--- src/rtl/nn_pkg.sv ---
// Shared types and constants for the dense-layer datapath (feeder, neuron, node).
// Latency: none; types, constants and a width helper only.
// Backpressure: none.
package nn_pkg;

   // Width of every data word moving between memories, feeder and neuron.
   localparam int DATA_W = 32;

   // Feeder sequencing states.
   typedef enum logic [2:0] {
      IDLE   = 3'd0,
      LOADB  = 3'd1,
      STREAM = 3'd2,
      WAIT   = 3'd3,
      OUTPUT = 3'd4
   } feeder_state_t;

   // Bits needed for a counter running 0 .. max_count-1 (at least one bit).
   function automatic int cnt_width(input int max_count);
      return (max_count <= 2) ? 1 : $clog2(max_count);
   endfunction

endpackage

--- src/rtl/feeder_addr_gen.sv ---
// Address generator for the neuron feeder: input index i, output index n, weight row pointer.
// Latency: addresses are registers; they update on the edge where clear/step/next is seen.
// Backpressure: none internally; the feeder FSM simply stops issuing step/next.
//
// Ports:
//   clock, reset_n      clock and asynchronous active-low reset
//   clear               accepted layer start: n=0, i=0, row base=0
//   step                advance i (and the weight address) by one within the row
//   next                move to output neuron n+1: i=0, row base += VEC_LEN
//   x_addr              current i, doubles as the x memory address
//   w_addr              n*VEC_LEN + i, kept as a running pointer
//   n_idx               current output neuron index, doubles as the bias address
//   last_beat           i == VEC_LEN-1
//   last_neuron         n == NUM_OUT-1
module feeder_addr_gen
   import nn_pkg::*;
#(
   parameter int VEC_LEN = 784,
   parameter int NUM_OUT = 10,
   parameter int X_AW    = 10,
   parameter int W_AW    = 13,
   parameter int OUT_W   = 4
) (
   input  logic             clock,
   input  logic             reset_n,
   input  logic             clear,
   input  logic             step,
   input  logic             next,
   output logic [X_AW-1:0]  x_addr,
   output logic [W_AW-1:0]  w_addr,
   output logic [OUT_W-1:0] n_idx,
   output logic             last_beat,
   output logic             last_neuron
);

   localparam logic [X_AW-1:0]  I_LAST     = X_AW'(VEC_LEN - 1);
   localparam logic [OUT_W-1:0] N_LAST     = OUT_W'(NUM_OUT - 1);
   localparam logic [W_AW-1:0]  ROW_STRIDE = W_AW'(VEC_LEN);

   // Start address of the current weight row, n*VEC_LEN, built by repeated
   // addition so no multiplier is needed.
   logic [W_AW-1:0] row_base;
   logic [W_AW-1:0] next_base;

   assign next_base = row_base + ROW_STRIDE;

   always_ff @(posedge clock or negedge reset_n) begin
      if (!reset_n) begin
         x_addr   <= '0;
         w_addr   <= '0;
         n_idx    <= '0;
         row_base <= '0;
      end else if (clear) begin
         x_addr   <= '0;
         w_addr   <= '0;
         n_idx    <= '0;
         row_base <= '0;
      end else if (next) begin
         x_addr   <= '0;
         w_addr   <= next_base;
         row_base <= next_base;
         n_idx    <= n_idx + 1'b1;
      end else if (step) begin
         x_addr   <= x_addr + 1'b1;
         w_addr   <= w_addr + 1'b1;
      end
   end

   assign last_beat   = (x_addr == I_LAST);
   assign last_neuron = (n_idx == N_LAST);

endmodule

--- src/rtl/neuron_feeder.sv ---
// Sequencer that streams one dense layer through a single time-multiplexed neuron.
// Latency: 2 + VEC_LEN + neuron latency + handshake cycles per output neuron.
// Backpressure: res_ready low stalls only in OUTPUT; result is held, no buffering, no reads issued.
//
// Ports:
//   clock, reset_n         clock and asynchronous active-low reset
//   start / busy / error   layer start pulse, run-in-progress flag, sticky timeout flag
//   x_addr / x_rdata       input vector memory, 1-cycle read latency
//   w_addr / w_rdata       weight memory (n*VEC_LEN + i), 1-cycle read latency
//   b_addr / b_rdata       bias memory (n), 1-cycle read latency
//   w/x/b/head_neuron      operands and first-beat marker to the neuron
//   relu_out / relu_done   neuron result and its completion strobe
//   res_data/res_idx       (index, value) result, res_valid/res_ready handshake
module neuron_feeder
   import nn_pkg::*;
#(
   parameter int VEC_LEN = 784,
   parameter int NUM_OUT = 10,
   parameter int X_AW    = 10,
   parameter int W_AW    = 13,
   parameter int OUT_W   = 4,
   parameter int TIMEOUT = 64
) (
   input  logic              clock,
   input  logic              reset_n,
   input  logic              start,
   output logic              busy,
   output logic              error,
   output logic [X_AW-1:0]   x_addr,
   input  logic [DATA_W-1:0] x_rdata,
   output logic [W_AW-1:0]   w_addr,
   input  logic [DATA_W-1:0] w_rdata,
   output logic [OUT_W-1:0]  b_addr,
   input  logic [DATA_W-1:0] b_rdata,
   output logic [DATA_W-1:0] w_neuron,
   output logic [DATA_W-1:0] x_neuron,
   output logic [DATA_W-1:0] b_neuron,
   output logic              head_neuron,
   input  logic [DATA_W-1:0] relu_out,
   input  logic              relu_done,
   output logic [DATA_W-1:0] res_data,
   output logic [OUT_W-1:0]  res_idx,
   output logic              res_valid,
   input  logic              res_ready
);

   localparam int               TMO_W    = cnt_width(TIMEOUT);
   localparam logic [TMO_W-1:0] TMO_LAST = TMO_W'(TIMEOUT - 1);

   feeder_state_t    state;
   logic [TMO_W-1:0] tmo_cnt;
   logic             beat_vld;
   logic             b_load;
   logic [OUT_W-1:0] n_idx;
   logic             last_beat;
   logic             last_neuron;
   logic             ag_clear;
   logic             ag_step;
   logic             ag_next;
   logic             accept;

   // res_valid is high exactly while in OUTPUT, so acceptance needs only the state.
   assign accept   = (state == OUTPUT) && res_ready;
   assign ag_clear = (state == IDLE) && start;
   assign ag_step  = (state == STREAM) && !last_beat;
   assign ag_next  = accept && !last_neuron;

   feeder_addr_gen #(
      .VEC_LEN (VEC_LEN),
      .NUM_OUT (NUM_OUT),
      .X_AW    (X_AW),
      .W_AW    (W_AW),
      .OUT_W   (OUT_W)
   ) u_addr_gen (
      .clock       (clock),
      .reset_n     (reset_n),
      .clear       (ag_clear),
      .step        (ag_step),
      .next        (ag_next),
      .x_addr      (x_addr),
      .w_addr      (w_addr),
      .n_idx       (n_idx),
      .last_beat   (last_beat),
      .last_neuron (last_neuron)
   );

   // The bias memory is addressed by n throughout; its read in LOADB is the
   // one that gets captured into b_neuron.
   assign b_addr = n_idx;

   // Memory read data arrives one cycle after its address. beat_vld marks the
   // cycles carrying a real beat; outside them the operands are forced to zero
   // so any extra accumulation in the neuron adds nothing.
   assign x_neuron = beat_vld ? x_rdata : '0;
   assign w_neuron = beat_vld ? w_rdata : '0;

   always_ff @(posedge clock or negedge reset_n) begin
      if (!reset_n) begin
         state       <= IDLE;
         busy        <= 1'b0;
         error       <= 1'b0;
         beat_vld    <= 1'b0;
         head_neuron <= 1'b0;
         b_load      <= 1'b0;
         b_neuron    <= '0;
         tmo_cnt     <= '0;
         res_valid   <= 1'b0;
         res_data    <= '0;
         res_idx     <= '0;
      end else begin
         // Alignment stage: flags for the address issued this cycle line up
         // with its read data next cycle.
         beat_vld    <= (state == STREAM);
         head_neuron <= (state == STREAM) && (x_addr == '0);

         // Bias read issued in LOADB returns during the first STREAM cycle and
         // is latched so it is stable from the head beat until the next LOADB.
         b_load <= (state == LOADB);
         if (b_load) begin
            b_neuron <= b_rdata;
         end

         case (state)
            IDLE: begin
               if (start) begin
                  busy  <= 1'b1;
                  error <= 1'b0;
                  state <= LOADB;
               end
            end

            LOADB: begin
               state <= STREAM;
            end

            STREAM: begin
               if (last_beat) begin
                  tmo_cnt <= '0;
                  state   <= WAIT;
               end
            end

            WAIT: begin
               if (relu_done) begin
                  res_data  <= relu_out;
                  res_idx   <= n_idx;
                  res_valid <= 1'b1;
                  state     <= OUTPUT;
               end else if (tmo_cnt == TMO_LAST) begin
                  error <= 1'b1;
                  busy  <= 1'b0;
                  state <= IDLE;
               end else begin
                  tmo_cnt <= tmo_cnt + 1'b1;
               end
            end

            OUTPUT: begin
               if (res_ready) begin
                  res_valid <= 1'b0;
                  if (last_neuron) begin
                     busy  <= 1'b0;
                     state <= IDLE;
                  end else begin
                     state <= LOADB;
                  end
               end
            end

            default: begin
               state <= IDLE;
            end
         endcase
      end
   end

endmodule
--- config.mk ---
export PLATFORM = sky130hd
export DESIGN_NAME = neuron_feeder
export DESIGN_NICKNAME = d
export VERILOG_FILES = /design/src/rtl/nn_pkg.sv /design/src/rtl/feeder_addr_gen.sv /design/src/rtl/neuron_feeder.sv
export SDC_FILE = /design/constraint.sdc
export NUM_CORES = 1
export LEC_CHECK = 0
export ABC_AREA = 1
export CORE_MARGIN = 2
export CORE_UTILIZATION = 41
export DETAILED_ROUTE_END_ITERATION = 8
export PLACE_DENSITY_LB_ADDON = 0.3
export REMOVE_ABC_BUFFERS = 1
export SETUP_SLACK_MARGIN = 0.3
export SLEW_MARGIN = 25
export SYNTH_ARGS = -nofsm -noshare
export SYNTH_HDL_FRONTEND = slang
export SYNTH_SLANG_ARGS = --single-unit
--- constraint.sdc ---
create_clock -name clock -period 1.88 [get_ports clock]
set_input_delay 0.564 -clock clock [delete_from_list [all_inputs] [get_ports clock]]
set_output_delay 0.564 -clock clock [all_outputs]
set_load 0.05 [all_outputs]
==> results of run 1 <==
-- metrics by stage --
step	instance area (sq um)	cells	setup TNS, ns	hold WS, ns
after floorplan	5894	710	-21.90	0.2684
after CTS	11040	1277	-0.4239	0.09599
after global routing	11790	1301	-2.829	0.1073
after global placement	10060	1218	-0.04075	0.4572
final	11790	1301	-0.05762	0.08975
after detailed placement	10060	1218	-0.5105	0.4658
-- worst min-delay path by stage --
stage	startpoint	end	slack, ns	cells past startpoint
2_1_floorplan	reset_n	b_load	0.27	0
3_3_place_gp	res_valid	res_valid	0.46	2
3_5_place_dp	res_data[31]	res_data[31]	0.47	2
4_1_cts	reset_n	res_data[0]	0.1	1
5_1_grt	reset_n	res_data[0]	0.11	1
6_report	reset_n	res_data[0]	0.09	1
-- routing by layer --
metal	vias up	GRT usage (%)	share of wire, %
met1	3152	26.31	33
met3	118	5.948	7.6
met2	419	47.09	53
met5	-	0	0
met4	0	12.88	6.0
li1	3017	-	-
-- where the power goes --
group	switching, mW	internal, mW
logic	0.604	0.642
registers	0.0220	2.58
clock network	1.14	1.99
-- cells by family (layout without fill, tap and decap cells) --
logic type	after synthesis	after routing
AND/OR/NAND/NOR	373	375
buffers and inverters	137	517
flip-flops	119	119
AO/OA/AOI/OAI	60	60
multiplexers	32	32
adder cells (fa/ha/maj)	7	7
XOR/XNOR	7	7
-- layout make-up --
| cell class | count | area [sq um] | area share [%] |
|---|---|---|---|
| multi-input cells | 481 | 2968 | 25.16 |
| clock inverters | 9 | 102.6 | 0.8699 |
| repair buffers | 374 | 4573 | 38.78 |
| well taps | 184 | 230.2 | 1.952 |
| clock buffers | 21 | 460.4 | 3.904 |
| inverters | 112 | 450.4 | 3.819 |
| flip-flops and latches | 119 | 3000 | 25.44 |
| repair inverters | 1 | 8.758 | 0.07426 |
-- registers in the layout (all words and copies together) (netlist names), 3 cells and up --
signal	cells
b_neuron	32
res_data	32
res_idx	4
state	3
tmo_cnt	6
u_addr_gen.n_idx	4
u_addr_gen.row_base	9
u_addr_gen.w_addr	13
u_addr_gen.x_addr	10
-- cell usage in the layout (no fill, tap or decap), drive strengths merged, types with 3 or more instances in the layout --
| master | n |
|---|---|
| xor2 | 7 |
| nand3 | 37 |
| clkinvlp | 3 |
| a21oi | 15 |
| clkbuf | 22 |
| dlygate4sd2 | 10 |
| nor3 | 4 |
| dfrtp | 119 |
| nand3b | 4 |
| mux2 | 32 |
| buf | 242 |
| clkinv | 6 |
| nor2 | 34 |
| o21ai | 31 |
| nand2 | 286 |
| nand4 | 7 |
| inv | 111 |
| ha | 7 |
| clkdlybuf4s50 | 121 |
| o21a | 5 |
-- what timing repair did --
action                                 4_1_cts  5_1_grt
pin swaps                                   11       44
resized for setup                          143      136
hold buffers                                 0        0
setup buffers                               29       20
setup endpoints to repair                  129      177
gates cloned                                 0        4
endpoints found under the hold margin        0        0
-- worst max-delay path, delay by kind of cell, from the launching register on --
family	cells	cell delay, ns
buffers and inverters	3	0.41
DFF	1	0.41
and+or+nand+nor	1	0.09
==> metrics, run 1 <==
status finished with violations; failing checks setup timing; Seq cells post-synth 119; Clock Path Buffers 2; Critical R2R Capture u_addr_gen.w_addr[8]; nature of the critical path endpoint primary output; FILL cells 777; Worst-path clk slew 0.05 ns; wire length per cell 18.48 um; clock period minus worst slack 1.898 ns; Hold Path Class primary input to async pin; Critical-path top delay cell dfrtp_2; Critical R2R Launch u_addr_gen.w_addr[1]; r2r setup slk 0.12 ns; Power Density 592.2 nW/um^2; initial antenna violation count 0; maximum vdd drop 793.1 uV; GRT Total Usage 25.28%; Post-Route Skew 0.01418 ns; hpwl dp 14.42 mm; pin count of the biggest net entering global routing 39; IO Pins 296; largest cells by area after synthesis dfrtp_1, nand2_1, inv_1; final hold vios 0; largest area contributor in the netlist dfrtp_1; simple-gate share of the synthesized area 26.54%; total chip power 6.984 mW; top-count cell post-synth nand2_1; vias 6706; fin util 81.46%; Layout area overhead 94.83%; Fmax 527.0 MHz; Cells after Synth 735; Seq/Total Area, Yosys 49.19%; Worst-Margin Slew 0.4474 ns; multiplexer area fraction after synthesis 5.953%; Max Slew Vio Count 0; pre-CTS setup slack -0.05871 ns; Max-slew headroom 70.17%; PortBufs 295; Cell Area, Synth 6053 sq um; first-pass detailed-route iteration total 5; Arr. time, crit path 1.33 ns; violation count after the first detailed-route iteration 592; Die Wd 125.5 um; Rows 44; Yosys top cell area share 49.19%; Netlist cell types 41; Avg Inst Size Synth 8.236 sq um; EDFF count, synth 0; max capacitance violation total 0; post-synthesis compound-gate area fraction 6.263%; worst path cell trace buf_12 > nand2_1 > inv_2 > buf_12; Final setup viols 7; # DRC 0; Die H 125.5 um; vias in the first global route 6223; antenna-violating nets left 0; Crit. Startpoint beat_vld; Max H-tree Level 4; GRT overflow 0; Crit path largest cell delay 0.41 ns; R2R cell count 8; crit path to x_neuron[20]; Ys Warns 0; Post-Route WL 24.04 mm; async set or reset register ratio after synthesis 100.0%; Core Region 14480 sq um; post-DR vias/cell 5.154; CP Class register to primary output; Worst Path Max Fanout 38; WP data required 1.32 ns; share of layout cells above drive strength 1 44.94%; largest family of logic cells by synthesized area simple AND/OR/NAND/NOR gates; xor and xnor area share after synthesis 1.013%; CP startpoint kind register; Synth Flop Type dfrtp_1; placer congestion estimate 0.8589; final worst slack -0.01753 ns; ant diodes 0; Sink Count 119; part of the cycle the worst path needs 100.9%; die area 15750 sq um; fin nets 1246; Synth top cells by count nand2_1, dfrtp_1, inv_1; Synth Area in Adders 1.447%; RSZ-0062 raised after global routing yes; first-pass GRT wire length 31.59 mm; CTS tree done; CTS buffer count 17; initial cell density of the core 41.81%; Worst-Skew Late Latency 0.42 ns; Top cell by count, worst path buf_12; Leakage 6.076 nW; Root Buffer clkbuf_16
Power figures use the tool's default switching activity.
==> inputs of run 2 (changes only) <==
--- a/config.mk
+++ b/config.mk
@@ -6,8 +6,7 @@
 export NUM_CORES = 1
 export LEC_CHECK = 0
 export ABC_AREA = 1
-export CORE_MARGIN = 2
-export CORE_UTILIZATION = 41
+export CORE_UTILIZATION = 44
 export DETAILED_ROUTE_END_ITERATION = 8
 export PLACE_DENSITY_LB_ADDON = 0.3
 export REMOVE_ABC_BUFFERS = 1
==> constraint.sdc (replaced) <==
create_clock -name clock -period 2.4 [get_ports clock]
set_input_delay 0.72 -clock clock [delete_from_list [all_inputs] [get_ports clock]]
set_output_delay 0.72 -clock clock [all_outputs]
set_load 0.05 [all_outputs]
==> run 2 against run 1 <==
Against the previous run:
- the run now ends clean
- hold slack better by 0.12 ns
- cell count down 5.6%
- critical path type is now primary input to primary output
- setup slack better by 0.25 ns
- global-route usage increased by 2.3 points
- highest routed layer is now met5
- first-iteration DRC count fell by 36%
- non-clock buffer count shrank 65
- clock skew about the same
- count of clock-buffer cells in the layout is 3 lower
- sequential cell count stayed put
- sequential power fell by 22%
- register-to-register slack gained 0.43 ns
- clock power is 17% lower
==> metrics, run 2 (synthesis gave the netlist of run 1 again) <==
status completed; Final setup viols 0; RSZ-0062 raised after global routing yes; pre-CTS setup slack 0.1280 ns; CTS tree done; Hold Path Class primary input to async pin; share of layout cells above drive strength 1 26.07%; Sink Count 119; WP data required 1.68 ns; part of the cycle the worst path needs 90.24%; Die Wd 119.3 um; Power Density 524.0 nW/um^2; Core Region 13350 sq um; total chip power 5.511 mW; hpwl dp 14.00 mm; Hold Slack 0.2092 ns; commonest non-fill, non-tap cell in the layout nand2_1; Die H 119.3 um; CP Class primary input to primary output; nature of the critical path endpoint primary output; Crit path largest cell delay 0.47 ns; violation count after the first detailed-route iteration 380; clock period minus worst slack 2.166 ns; Max Slew Vio Count 0; first-pass detailed-route iteration total 5; Fmax 461.7 MHz; Max H-tree Level 4; GRT Total Usage 27.59%; Root Buffer clkbuf_16; FILL cells 897; Largest regs b_neuron (32), res_data (32), u_addr_gen.w_addr (13); Worst-Skew Late Latency 0.43 ns; final hold vios 0; GRT overflow 0; Critical R2R Launch u_addr_gen.n_idx[1]; Non-Filler Instances 1228; Arr. time, crit path 1.45 ns; Post-Route WL 19.74 mm; fin nets 1178; Worst-Margin Slew 0.5468 ns; maximum vdd drop 581.0 uV; placer congestion estimate 0.8321; Post-Route Skew 0.01437 ns; post-DR vias/cell 4.927; worst path cell trace clkdlybuf4s50_1 > nand2_1 > inv_2 > buf_12; dpl cells 1190; final worst slack 0.2341 ns; Leakage 6.010 nW; initial cell density of the core 45.35%; CTS buffer count 17; Fin Setup TNS 0 ns; Critical R2R Capture u_addr_gen.w_addr[12]; IO Pins 296; CP startpoint kind primary input; wire length per cell 16.08 um; initial antenna violation count 2; max capacitance violation total 0; r2r setup slk 0.55 ns; # DRC 0; vias in the first global route 6040; Reg area 2979 sq um; Clock Path Buffers 2; vias 6050; first-pass GRT wire length 30.44 mm; Worst-path clk slew 0.06 ns; Worst Path Max Fanout 1; PortBufs 295; Critical-path top delay cell clkdlybuf4s50_1; R2R cell count 10; die area 14230 sq um; Max-slew headroom 63.69%; pin count of the biggest net entering global routing 52; Layout area overhead 73.75%; area of the multi-input gates 2587 sq um; commonest cells after routing, fill and taps aside nand2_1, dfrtp_1, dlygate4sd2_1; antenna-violating nets left 0; Rows 42
run 2: cell types whose count changed in the layout (fill, tap and decap cells not counted), sizes merged, moves of 3 or more:
| cell | previous run | this run |
|---|---|---|
| buf | 242 | 80 |
| clkbuf | 22 | 29 |
| inv | 111 | 114 |
| dlygate4sd2 | 10 | 106 |
| clkdlybuf4s15 | 0 | 12 |
| clkdlybuf4s50 | 121 | 69 |
| dlymetal6s2s | 0 | 31 |
run 2: final cells by class:
| cell class | instances | share of cell area, % |
|---|---|---|
| Timing Repair Buffer | 309 | 35.21 |
| Tap cell | 176 | 2.094 |
| Inverter | 112 | 4.009 |
| Clock buffer | 18 | 4.080 |
| Sequential cell | 119 | 28.32 |
| Antenna cell | 1 | 0.02379 |
| Multi-Input combinational cell | 479 | 24.60 |
| Clock inverter | 14 | 1.654 |
run 2: metal layers:
layer	global-route usage, %	share of wire (%)	wire [um]
met1	29.54	36	7126
met2	51.24	55	10860
met3	6.466	6.0	1193
met4	12.19	2.8	552
met5	0	0.081	16
run 2: worst max-delay path: cells and delay by family:
| family | cells | cell delay, ns |
|---|---|---|
| simple gates | 1 | 0.06 |
| buf+inv | 3 | 0.66 |
run 2: through the flow:
| step | instance area (sq um) | util (%) |
|---|---|---|
| after floorplan | 5894 | - |
| after global placement | 9804 | 73.45 |
| after detailed placement | 9804 | 73.45 |
| after CTS | 10310 | 77.26 |
| after global routing | 10520 | 78.80 |
| final | 10520 | 78.80 |
run 2: timing repair:
action	CTS	global route
setup buffers	0	1
endpoints found under the setup margin	160	45
hold buffers	0	0
pin swaps	0	26
gates cloned	1	3
resized for setup	184	108
run 2: worst max-delay path by stage:
stage               slack [ns]  cells after the start         from           end
global route              0.18                      4  w_rdata[15]  w_neuron[15]
floorplan                 0.03                      2     beat_vld   w_neuron[0]
detailed placement        0.13                      4  x_rdata[13]  x_neuron[13]
CTS                       0.20                      4  w_rdata[31]  w_neuron[31]
global placement          0.08                      4  x_rdata[13]  x_neuron[13]
finish                    0.23                      4  w_rdata[15]  w_neuron[15]
run 2: power breakdown:
part | total (mW) | internal, mW | switching (mW)
sequential | 2.04 | 2.02 | 0.0176
combinational | 0.885 | 0.431 | 0.454
clock | 2.59 | 1.64 | 0.950
==> inputs of run 3 (changes only) <==
--- a/config.mk
+++ b/config.mk
@@ -6,7 +6,9 @@
 export NUM_CORES = 1
 export LEC_CHECK = 0
 export ABC_AREA = 1
-export CORE_UTILIZATION = 44
+export CELL_PAD_IN_SITES_DETAIL_PLACEMENT = 0
+export CELL_PAD_IN_SITES_GLOBAL_PLACEMENT = 1
+export CORE_UTILIZATION = 31
 export DETAILED_ROUTE_END_ITERATION = 8
 export PLACE_DENSITY_LB_ADDON = 0.3
 export REMOVE_ABC_BUFFERS = 1
==> run 3 against run 2 <==
Against the previous run:
- largest power group unchanged
- global-route usage fell by 7.5 points
- non-clock buffer count rose by 2
- via count fell by 4.1%
- combinational power rose by 2.4%
- first-iteration DRC count fell by 51%
- setup slack improved by 0.00082 ns
- fmax barely moved
- largest cell class unchanged
- sequential share of layout area fell by 0.70 points
- design area rose by 2.5%
- clock power fell by 8%
==> metrics, run 3 (synthesis gave the netlist of run 1 again) <==
first-pass detailed-route iteration total 4; Post-Route Skew 0.007673 ns; Clock Path Buffers 2; commonest cells after routing, fill and taps aside nand2_1, dlygate4sd2_1, dfrtp_1, buf_12, clkdlybuf4s50_1; Die H 141.7 um; initial antenna violation count 2; pin count of the biggest net entering global routing 58; Largest regs b_neuron (32), res_data (32), u_addr_gen.w_addr (13); Top cell by count, worst path buf_12; Power Density 495.1 nW/um^2; Fmax 461.9 MHz; Worst-path clk slew 0.06 ns; GRT overflow 0; Die Wd 141.7 um; vias 5800; RSZ-0062 raised after global routing yes; share of layout cells above drive strength 1 28.96%; Max-slew headroom 63.56%; Max H-tree Level 4; post-DR vias/cell 4.411; initial cell density of the core 32.04%; antenna-violating nets left 0; CTS tree done; first-pass GRT wire length 30.79 mm; Root Buffer clkbuf_16; CP Class register to primary output; part of the cycle the worst path needs 90.21%; Sink Count 119; Layout area overhead 78.13%; Hold Slack 0.2197 ns; # DRC 0; total chip power 5.338 mW; Worst-Margin Slew 0.5488 ns; Worst path top cell family by delay buffers and inverters; combinational share of power 17.0%; fin nets 1180; CTS buffer count 17; nature of the critical path endpoint primary output; sequential power share 38.2%; switching share of power 28.32%; Fin Setup TNS 0 ns; GRT Total Usage 20.08%; Worst Path Max Fanout 8; vias in the first global route 5554; final hold vios 0; max capacitance violation total 0; clock period minus worst slack 2.165 ns; WP data required 1.68 ns; Final setup viols 0; commonest non-fill, non-tap cell in the layout nand2_1; Critical-path top delay cell dfrtp_2; Hold Path Class primary input to async pin; placer congestion estimate 0.7814; r2r setup slk 0.59 ns; worst path cell trace buf_12 > buf_16 > nand2_1 > inv_2 > buf_12; Crit path largest cell delay 0.41 ns; wire length per cell 15.25 um; Rows 50; Post-Route WL 20.05 mm; Reg area 2979 sq um; FILL cells 1685; PortBufs 295; CP startpoint kind register; Worst Path Buf+Inv 4; internal power 3.826 mW; hpwl dp 14.43 mm; Core Region 18890 sq um; fin util 57.07%; maximum vdd drop 416.3 uV; Leakage 5.849 nW; Worst-Skew Late Latency 0.42 ns; die area 20090 sq um; final worst slack 0.2350 ns; area of the multi-input gates 2801 sq um; switching pwr 1.512 mW; Arr. time, crit path 1.45 ns; pre-CTS setup slack 0.04179 ns; IO Pins 296; status completed; Max Slew Vio Count 0; clock share of power 44.9%; violation count after the first detailed-route iteration 186
-- run 3: cell count changes in the layout (fill, tap and decap cells not counted), moves of 5 or more --
cell            change
buf_16              +5
dlygate4sd2_1      +28
dlymetal6s2s_1     -27
inv_2               -5
inv_4               +5
inv_6               +5
nand2_1            -28
nand2_4            +26
-- run 3: worst paths after layout --
check | start | to | depth (start not counted)
worst max-delay path | beat_vld | w_neuron[16] | 5
worst min-delay path | reset_n | res_data[24] | 1
worst max register to register | u_addr_gen.n_idx[1] | u_addr_gen.w_addr[12] | 10
worst min register to register | res_data[5] | res_data[5] | 2
max in group asynchronous | reset_n | u_addr_gen.x_addr[5] | 2
min in group clock | res_data[5] | res_data[5] | 2
-- run 3: power groups by stage --
stage          Combinational, mW  Clock, mW  Sequential, mW
3_3_place_gp               0.891          0            2.07
4_1_cts                    0.888       2.47            2.04
5_1_grt                    0.953       2.56            2.04
2_1_floorplan              0.281          0            2.12
3_5_place_dp               0.896          0            2.07
6_report                   0.906       2.39            2.04
-- run 3: area by class of cell --
class	count	share of cell area, %
clock buffer	18	3.980
clock inverter	14	1.184
multi-input combinational	479	25.98
inverter	112	4.026
sequential	119	27.63
antenna	2	0.04641
tap	260	3.017
timing repair buffer	311	34.14
-- run 3: worst reg2reg max path, stage by stage, from the launching register on --
cell,delay [ns]
dfrtp_1,0.39
inv_1,0.12
ha_1,0.16
nand2_1,0.06
nor2_2,0.22
nor2_8,0.09
nor2_8,0.22
nand2_4,0.16
inv_2,0.20
nand2_1,0.07
nand2_1,0.07
-- run 3: layer usage --
layer | GRT usage, % | share of wire (%) | vias up
li1 | - | - | 2898
met1 | 22.54 | 40 | 2701
met2 | 36.35 | 52 | 178
met3 | 5.839 | 6.1 | 23
met4 | 6.508 | 1.7 | 0
met5 | 0 | 0 | -
-- run 3: per-stage QoR --
step	cells	instance area (sq um)
2_1_floorplan	710	5894
3_5_place_dp	1274	9927
5_1_grt	1314	10780
6_report	1315	10780
3_3_place_gp	1274	9927
4_1_cts	1312	10640
-- run 3: what timing repair did --
action | in CTS | in global routing
gates cloned | 5 | 1
resized for setup | 298 | 65
setup endpoints to repair | 162 | 80
pin swaps | 39 | 27
buffers inserted | 1 | 0
hold buffers | 0 | 0
